## src/rtl/cone_eval_if.sv

```systemverilog
// Request/response bundle for the shared timing-cone scheduler.
// The scheduler takes the slave view; requesters and the result consumer take the master view.
interface cone_eval_if #(
    parameter int N   = 4,
    parameter int IDW = 2
);
    logic [N-1:0]   req_valid;
    logic [3*N-1:0] req_data;
    logic [N-1:0]   req_ready;
    logic           rsp_valid;
    logic           rsp_ready;
    logic [IDW-1:0] rsp_id;
    logic           rsp_data;

    modport slave (
        input  req_valid, req_data, rsp_ready,
        output req_ready, rsp_valid, rsp_id, rsp_data
    );

    modport master (
        output req_valid, req_data, rsp_ready,
        input  req_ready, rsp_valid, rsp_id, rsp_data
    );
endinterface

```

## src/rtl/cone_eval_sched.sv

```systemverilog
// Time-shares one external 3-input combinational cone among N requesters.
// Round-robin grant, operands held for CONE_LAT cycles, cone_y sampled at the
// end of the last hold cycle and returned with the owner ID on a valid/ready channel.
module cone_eval_sched #(
    parameter int N        = 4,
    parameter int IDW      = 2,
    parameter int CONE_LAT = 2,
    parameter int CNTW     = 16
) (
    input  logic            clk,
    input  logic            rst_n,
    input  logic            flush,
    cone_eval_if.slave      bus,
    output logic            cone_a,
    output logic            cone_b,
    output logic            cone_c,
    input  logic            cone_y,
    output logic            cone_en,
    output logic            busy,
    output logic [CNTW-1:0] done_cnt
);
    // Settle counter wide enough to hold CONE_LAT-1 (at least one bit).
    localparam int SW = (CONE_LAT > 1) ? $clog2(CONE_LAT) : 1;

    typedef enum logic [1:0] {
        IDLE   = 2'd0,
        SETTLE = 2'd1,
        RESP   = 2'd2
    } state_t;

    state_t          state_q, state_d;
    logic [IDW-1:0]  rr_ptr_q, rr_ptr_d;
    logic [SW-1:0]   cnt_q, cnt_d;
    logic [2:0]      ops_q, ops_d;
    logic            rsp_valid_q, rsp_valid_d;
    logic [IDW-1:0]  rsp_id_q, rsp_id_d;
    logic            rsp_data_q, rsp_data_d;
    logic [CNTW-1:0] done_cnt_q, done_cnt_d;
    logic            cone_en_q, cone_en_d;
    logic            busy_q, busy_d;

    logic            gnt_found_s;
    logic [IDW-1:0]  gnt_idx_s;
    logic [IDW-1:0]  scan_idx_s;
    logic            gnt_take_s;
    logic [N-1:0]    req_ready_s;

    // Round-robin search: first valid requester at or above rr_ptr, wrapping modulo N.
    always_comb begin
        gnt_found_s = 1'b0;
        gnt_idx_s   = '0;
        scan_idx_s  = '0;
        for (int k = 0; k < N; k++) begin
            scan_idx_s = IDW'((int'(rr_ptr_q) + k) % N);
            if (!gnt_found_s && bus.req_valid[scan_idx_s]) begin
                gnt_found_s = 1'b1;
                gnt_idx_s   = scan_idx_s;
            end else begin
                gnt_found_s = gnt_found_s;
            end
        end
    end

    // Next-state and datapath update for the IDLE/SETTLE/RESP sequencer.
    always_comb begin
        state_d     = state_q;
        rr_ptr_d    = rr_ptr_q;
        cnt_d       = cnt_q;
        ops_d       = ops_q;
        rsp_valid_d = rsp_valid_q;
        rsp_id_d    = rsp_id_q;
        rsp_data_d  = rsp_data_q;
        done_cnt_d  = done_cnt_q;
        gnt_take_s  = 1'b0;
        case (state_q)
            IDLE: begin
                // A flush in IDLE only suppresses this cycle's grant.
                if (gnt_found_s && !flush) begin
                    gnt_take_s = 1'b1;
                    ops_d      = bus.req_data[3*gnt_idx_s +: 3];
                    rsp_id_d   = gnt_idx_s;
                    rr_ptr_d   = (gnt_idx_s == IDW'(N-1)) ? '0 : gnt_idx_s + IDW'(1);
                    cnt_d      = SW'(CONE_LAT-1);
                    state_d    = SETTLE;
                end else begin
                    state_d = IDLE;
                end
            end
            SETTLE: begin
                if (flush) begin
                    rsp_valid_d = 1'b0;
                    state_d     = IDLE;
                end else if (cnt_q == '0) begin
                    rsp_data_d  = cone_y;
                    rsp_valid_d = 1'b1;
                    state_d     = RESP;
                end else begin
                    cnt_d = cnt_q - SW'(1);
                end
            end
            RESP: begin
                // Flush beats a simultaneous handshake: the result is dropped uncounted.
                if (flush) begin
                    rsp_valid_d = 1'b0;
                    state_d     = IDLE;
                end else if (bus.rsp_ready) begin
                    rsp_valid_d = 1'b0;
                    done_cnt_d  = done_cnt_q + CNTW'(1);
                    state_d     = IDLE;
                end else begin
                    state_d = RESP;
                end
            end
            default: begin
                rsp_valid_d = 1'b0;
                state_d     = IDLE;
            end
        endcase
        cone_en_d = (state_d == SETTLE);
        busy_d    = (state_d != IDLE);
    end

    // State and datapath registers; operands are never cleared outside reset.
    always_ff @(posedge clk or negedge rst_n) begin
        if (!rst_n) begin
            state_q     <= IDLE;
            rr_ptr_q    <= '0;
            cnt_q       <= '0;
            ops_q       <= 3'b000;
            rsp_valid_q <= 1'b0;
            rsp_id_q    <= '0;
            rsp_data_q  <= 1'b0;
            done_cnt_q  <= '0;
            cone_en_q   <= 1'b0;
            busy_q      <= 1'b0;
        end else begin
            state_q     <= state_d;
            rr_ptr_q    <= rr_ptr_d;
            cnt_q       <= cnt_d;
            ops_q       <= ops_d;
            rsp_valid_q <= rsp_valid_d;
            rsp_id_q    <= rsp_id_d;
            rsp_data_q  <= rsp_data_d;
            done_cnt_q  <= done_cnt_d;
            cone_en_q   <= cone_en_d;
            busy_q      <= busy_d;
        end
    end

    // One-hot acceptance strobe, held low throughout reset.
    assign req_ready_s   = gnt_take_s ? (N'(1) << gnt_idx_s) : '0;
    assign bus.req_ready = req_ready_s & {N{rst_n}};

    assign bus.rsp_valid = rsp_valid_q;
    assign bus.rsp_id    = rsp_id_q;
    assign bus.rsp_data  = rsp_data_q;
    assign cone_a        = ops_q[0];
    assign cone_b        = ops_q[1];
    assign cone_c        = ops_q[2];
    assign cone_en       = cone_en_q;
    assign busy          = busy_q;
    assign done_cnt      = done_cnt_q;
endmodule

```

## src/flat_wrapper.sv

```systemverilog
// flat-port wrapper written by rule: the top's interface ports become plain ports
module cone_eval_sched_flat 
#(
    parameter int N        = 4,
    parameter int IDW      = 2,
    parameter int CONE_LAT = 2,
    parameter int CNTW     = 16
)
  (clk, rst_n, flush, cone_a, cone_b, cone_c, cone_y, cone_en, busy, done_cnt, bus_req_valid, bus_req_data, bus_rsp_ready, bus_req_ready, bus_rsp_valid, bus_rsp_id, bus_rsp_data);
  cone_eval_if #(.N(N), .IDW(IDW)) bus_i ();
  input  logic clk;
  input  logic rst_n;
  input  logic flush;
  output logic cone_a;
  output logic cone_b;
  output logic cone_c;
  input  logic cone_y;
  output logic cone_en;
  output logic busy;
  output logic [CNTW-1:0] done_cnt;
  input wire logic [$bits(bus_i.req_valid)-1:0] bus_req_valid;
  input wire logic [$bits(bus_i.req_data)-1:0] bus_req_data;
  input wire logic [$bits(bus_i.rsp_ready)-1:0] bus_rsp_ready;
  output wire logic [$bits(bus_i.req_ready)-1:0] bus_req_ready;
  output wire logic [$bits(bus_i.rsp_valid)-1:0] bus_rsp_valid;
  output wire logic [$bits(bus_i.rsp_id)-1:0] bus_rsp_id;
  output wire logic [$bits(bus_i.rsp_data)-1:0] bus_rsp_data;
  assign bus_i.req_valid = bus_req_valid;
  assign bus_i.req_data = bus_req_data;
  assign bus_i.rsp_ready = bus_rsp_ready;
  assign bus_req_ready = bus_i.req_ready;
  assign bus_rsp_valid = bus_i.rsp_valid;
  assign bus_rsp_id = bus_i.rsp_id;
  assign bus_rsp_data = bus_i.rsp_data;
  cone_eval_sched #(.N(N), .IDW(IDW), .CONE_LAT(CONE_LAT), .CNTW(CNTW)) u_core (.clk(clk), .rst_n(rst_n), .flush(flush), .bus(bus_i), .cone_a(cone_a), .cone_b(cone_b), .cone_c(cone_c), .cone_y(cone_y), .cone_en(cone_en), .busy(busy), .done_cnt(done_cnt));
endmodule
```

## config.mk

```make
export PLATFORM = sky130hd
export DESIGN_NAME = cone_eval_sched_flat
export DESIGN_NICKNAME = d
export VERILOG_FILES = /design/src/rtl/cone_eval_if.sv /design/src/rtl/cone_eval_sched.sv /design/src/flat_wrapper.sv
export SDC_FILE = /design/constraint.sdc
export NUM_CORES = 1
export LEC_CHECK = 0
export CORE_UTILIZATION = 45
export CTS_BUF_LIST = sky130_fd_sc_hd__clkbuf_16
export DETAILED_ROUTE_END_ITERATION = 6
export HOLD_SLACK_MARGIN = 0.06
export PLACE_DENSITY = 0.78
export RECOVER_POWER = 25
export SYNTH_ARGS = -nofsm -noshare
export SYNTH_HDL_FRONTEND = slang
export SYNTH_SLANG_ARGS = --single-unit
```

## constraint.sdc

```tcl
create_clock -name clk -period 2.3 [get_ports clk]
set_clock_uncertainty 0.2 [all_clocks]
set_input_delay 0.46 -clock clk [delete_from_list [all_inputs] [get_ports clk]]
set_output_delay 0.46 -clock clk [all_outputs]
set_load 0.01 [all_outputs]
```

==> reports/metrics.cfg <==
[final_layout]
num-nets-final=243
finish.instance_area_sq_um=2461
antennaDiodeCount=0
drive_above_1_share_pct=33.18
area_delta_synth_final_pct=67.12
final_cells=264

[power]
power.total_mw=2.135
peakVddDrop_uv=697.6
power_frac_seq_pct=33.1
switchingPower_mw=0.6460
switching_share_pct=30.26
combPwrFrac_pct=38.6
p_leak_nw=1.163
clkPwrFrac_pct=28.3
p_int_mw=1.489
power_density_nw_per_um2=867.5

[clock_network]
cts_buffers=5
clock_path_buffers=2
clk_pin_slew_ns=0.05
h-tree-depth=2
cts_sinks=30
cts_root_buf=clkbuf_16
clk_latency_ns=0.28
cts_tree=yes

[routing]
antenna_left=0
drt-wirelength-per-cell_um=15.49
drc_errors=0
vias_per_cell=5.061
wl_um=4089
num_vias=1336
drtIter0Drc=53
dr.pass1.iters=4

[placed_design]
place_ws_ns=-0.8018
dp.cells=246
io_buffers=49
detailed_place.area_sq_um=2171
gp_congestion=0.9271
place_hpwl_um=2562

[sta]
setup_viol=4
final-hold-violation-count=0
max_slew.worst_pin.slew_ns=0.6797
finalWorstPathRequiredPeriod_ns=2.382
finalCritPeriodShare_pct=103.6
slew_headroom_pct=54.69
maxSlewViolCount=0
fmax_mhz=419.8
rsz0062_at_grt=true
finalWorstSetupSlack_ns=-0.08191

[critical_path]
reg2reg_depth=10
end_kind=output port
cp-start-kind=register
max_stage_delay_ns=0.40
path_cells=and2b_2 -> nor2_2 -> o221a_4 -> nand2b_4 -> nor3_4 -> buf_2
worstSetupPathType=register to output port
slowest_stage=dfrtp_1
crit_required_ns=1.64
crit_arrival_ns=1.72
critPathMaxFanout=3

[die]
dieArea_sq_um=3505
die_w_um=59.21
initial_core_util_pct=47.85
die_h_um=59.21
core-area_sq_um=3078
pin_count=50
row_count=20

[global_routing]
antenna_found_initial=0
grt_usage_pct=25.80
grt_pass1_vias=1361
grt_pass1_wl_um=6451
overflow=0
grt_max_degree=29

[logic_synthesis]
seq_area_frac_synth_pct=50.98
syn_inst=134
synth_nets=157
synth_top_area_share_pct=50.98
avgSynthCellArea_sq_um=10.99
synth_area_sq_um=1473
ys_ff_latch=30
yosysTopAreaCell=dfrtp_1
ys_types=35
synthTopCellsByArea=dfrtp_1 51%, xnor2_1 5.9%, mux2i_1 4.8%
ys_warn_count=0

[job]
cap_viol_max_count=0

[worst_hold_path]
hp-class=register to register
min_path_cells=2

[status]
violations=setup timing
outcome=complete, but fails checks

==> final timing paths <==
check | slack (ns) | to | startpoint
max | -0.08 | bus_req_ready[0] | u_core.rr_ptr_q[0]
min | 0.27 | u_core.bus.rsp_valid | u_core.bus.rsp_valid
max reg2reg | 0.09 | u_core.ops_q[2] | u_core.rr_ptr_q[0]
min reg2reg | 0.27 | u_core.bus.rsp_valid | u_core.bus.rsp_valid
max in group asynchronous | 0.74 | u_core.done_cnt[6] | rst_n
min in group asynchronous | 0.46 | u_core.rr_ptr_q[0] | rst_n
==> per-layer routing <==
metal  wire length, um  track usage [%]
met1              1751            30.07
met2              2095            41.09
met3               163            8.734
met4                78            15.31
met5                 0                0
==> timing repair <==
item	in CTS	in global routing
setup buffers	11	2
setup endpoints to repair	4	9
gates resized for setup	50	6
pin swaps	8	6
hold buffers	0	0
==> layout by cell type, fill, tap and decap left out, types with 2 or more instances in the layout <==
cell / count
nor4_1: 2
o21ai_1: 2
or2_2: 2
clkbuf_16: 5
nor2b_4: 2
mux2i_1: 7
nand4_2: 2
xor2_1: 5
buf_6: 3
and3_1: 4
mux2_2: 2
nand2_1: 17
nor2_2: 3
nor2_1: 6
buf_2: 6
o221ai_2: 3
buf_4: 28
nor2b_1: 3
clkdlybuf4s50_1: 39
dfrtp_1: 30
clkinv_2: 2
nand3_1: 7
nor2_4: 2
a21oi_1: 2
xnor2_1: 10
==> per-stage QoR <==
stage / TNS [ns] / hold slack (ns) / utilization [%]
6_report: -0.2059 / 0.2712 / 79.96
5_1_grt: -0.4260 / 0.2883 / 79.96
4_1_cts: -0.07345 / 0.2753 / 78.86
3_5_place_dp: -5.462 / 0.2628 / 70.53
3_3_place_gp: -5.365 / 0.2598 / 70.53
2_1_floorplan: 0 / -0.03559 / -
==> cell type report <==
cell class,instances,area (sq um)
Multi-Input combinational cell,100,810.8
Sequential cell,30,750.7
Timing Repair Buffer,81,701.9
Fill cell,199,616.8
Clock buffer,5,125.1
Tap cell,44,55.05
Clock inverter,2,10.01
Inverter,2,7.507
==> cell families after synthesis <==
group / count (synthesis) / synth area share (%)
AND/OR/NAND/NOR: 61 / 22.43
AO/OA/AOI/OAI: 13 / 8.327
multiplexers: 9 / 6.287
adder cells (fa/ha/maj): 2 / 1.699
flip-flops: 30 / 50.98
buffers and inverters: 4 / 1.359
XOR/XNOR: 15 / 8.921
==> state kept, by name (all words and copies together), names as in the netlist <==
signal / cells
u_core.state_q: 2
u_core.rr_ptr_q: 2
u_core.bus.rsp_valid: 1
u_core.cnt_q: 1
u_core.ops_q: 3
u_core.cone_en: 1
u_core.bus.rsp_id: 2
u_core.done_cnt: 16
u_core.busy: 1
u_core.bus.rsp_data: 1
==> worst max-delay path: cells and delay by family, from the launching register on <==
family | cells | cell delay [ns]
simple gates | 4 | 0.65
flops | 1 | 0.40
compound gates | 1 | 0.24
buf+inv | 1 | 0.15
==> synth_stat cells <==
cell,instances
nor2_2,1
o21ai_0,3
buf_4,1
and2_1,1
or2_2,2
o22ai_1,1
nor2_1,10
nand4_2,2
o32ai_4,1
and4_1,1
nand2_1,18
o221a_2,1
dfrtp_1,30
nor2b_1,4
nor3_1,2
inv_1,2
nor4bb_1,1
mux2i_1,7
a21oi_1,2
and2b_2,1
a21boi_4,1
xor2_1,5
nand3_1,7
and2b_1,1
and3_1,5
nand2b_1,1
nor4_1,2
mux2_2,2
ha_1,2
o21a_1,1
xnor2_1,10
buf_2,1
o221ai_1,3
or4_4,1
nor2b_2,1
==> power by group through the flow <==
stage          Clock (mW)  Combinational (mW)  Sequential, mW
6_report            0.604               0.824           0.707
5_1_grt             0.643               0.876           0.718
4_1_cts             0.616               0.752           0.699
3_5_place_dp            0               0.632           0.707
3_3_place_gp            0               0.613           0.700
2_1_floorplan           0               0.247           0.745
No activity file was read; power rests on OpenSTA's default activity.
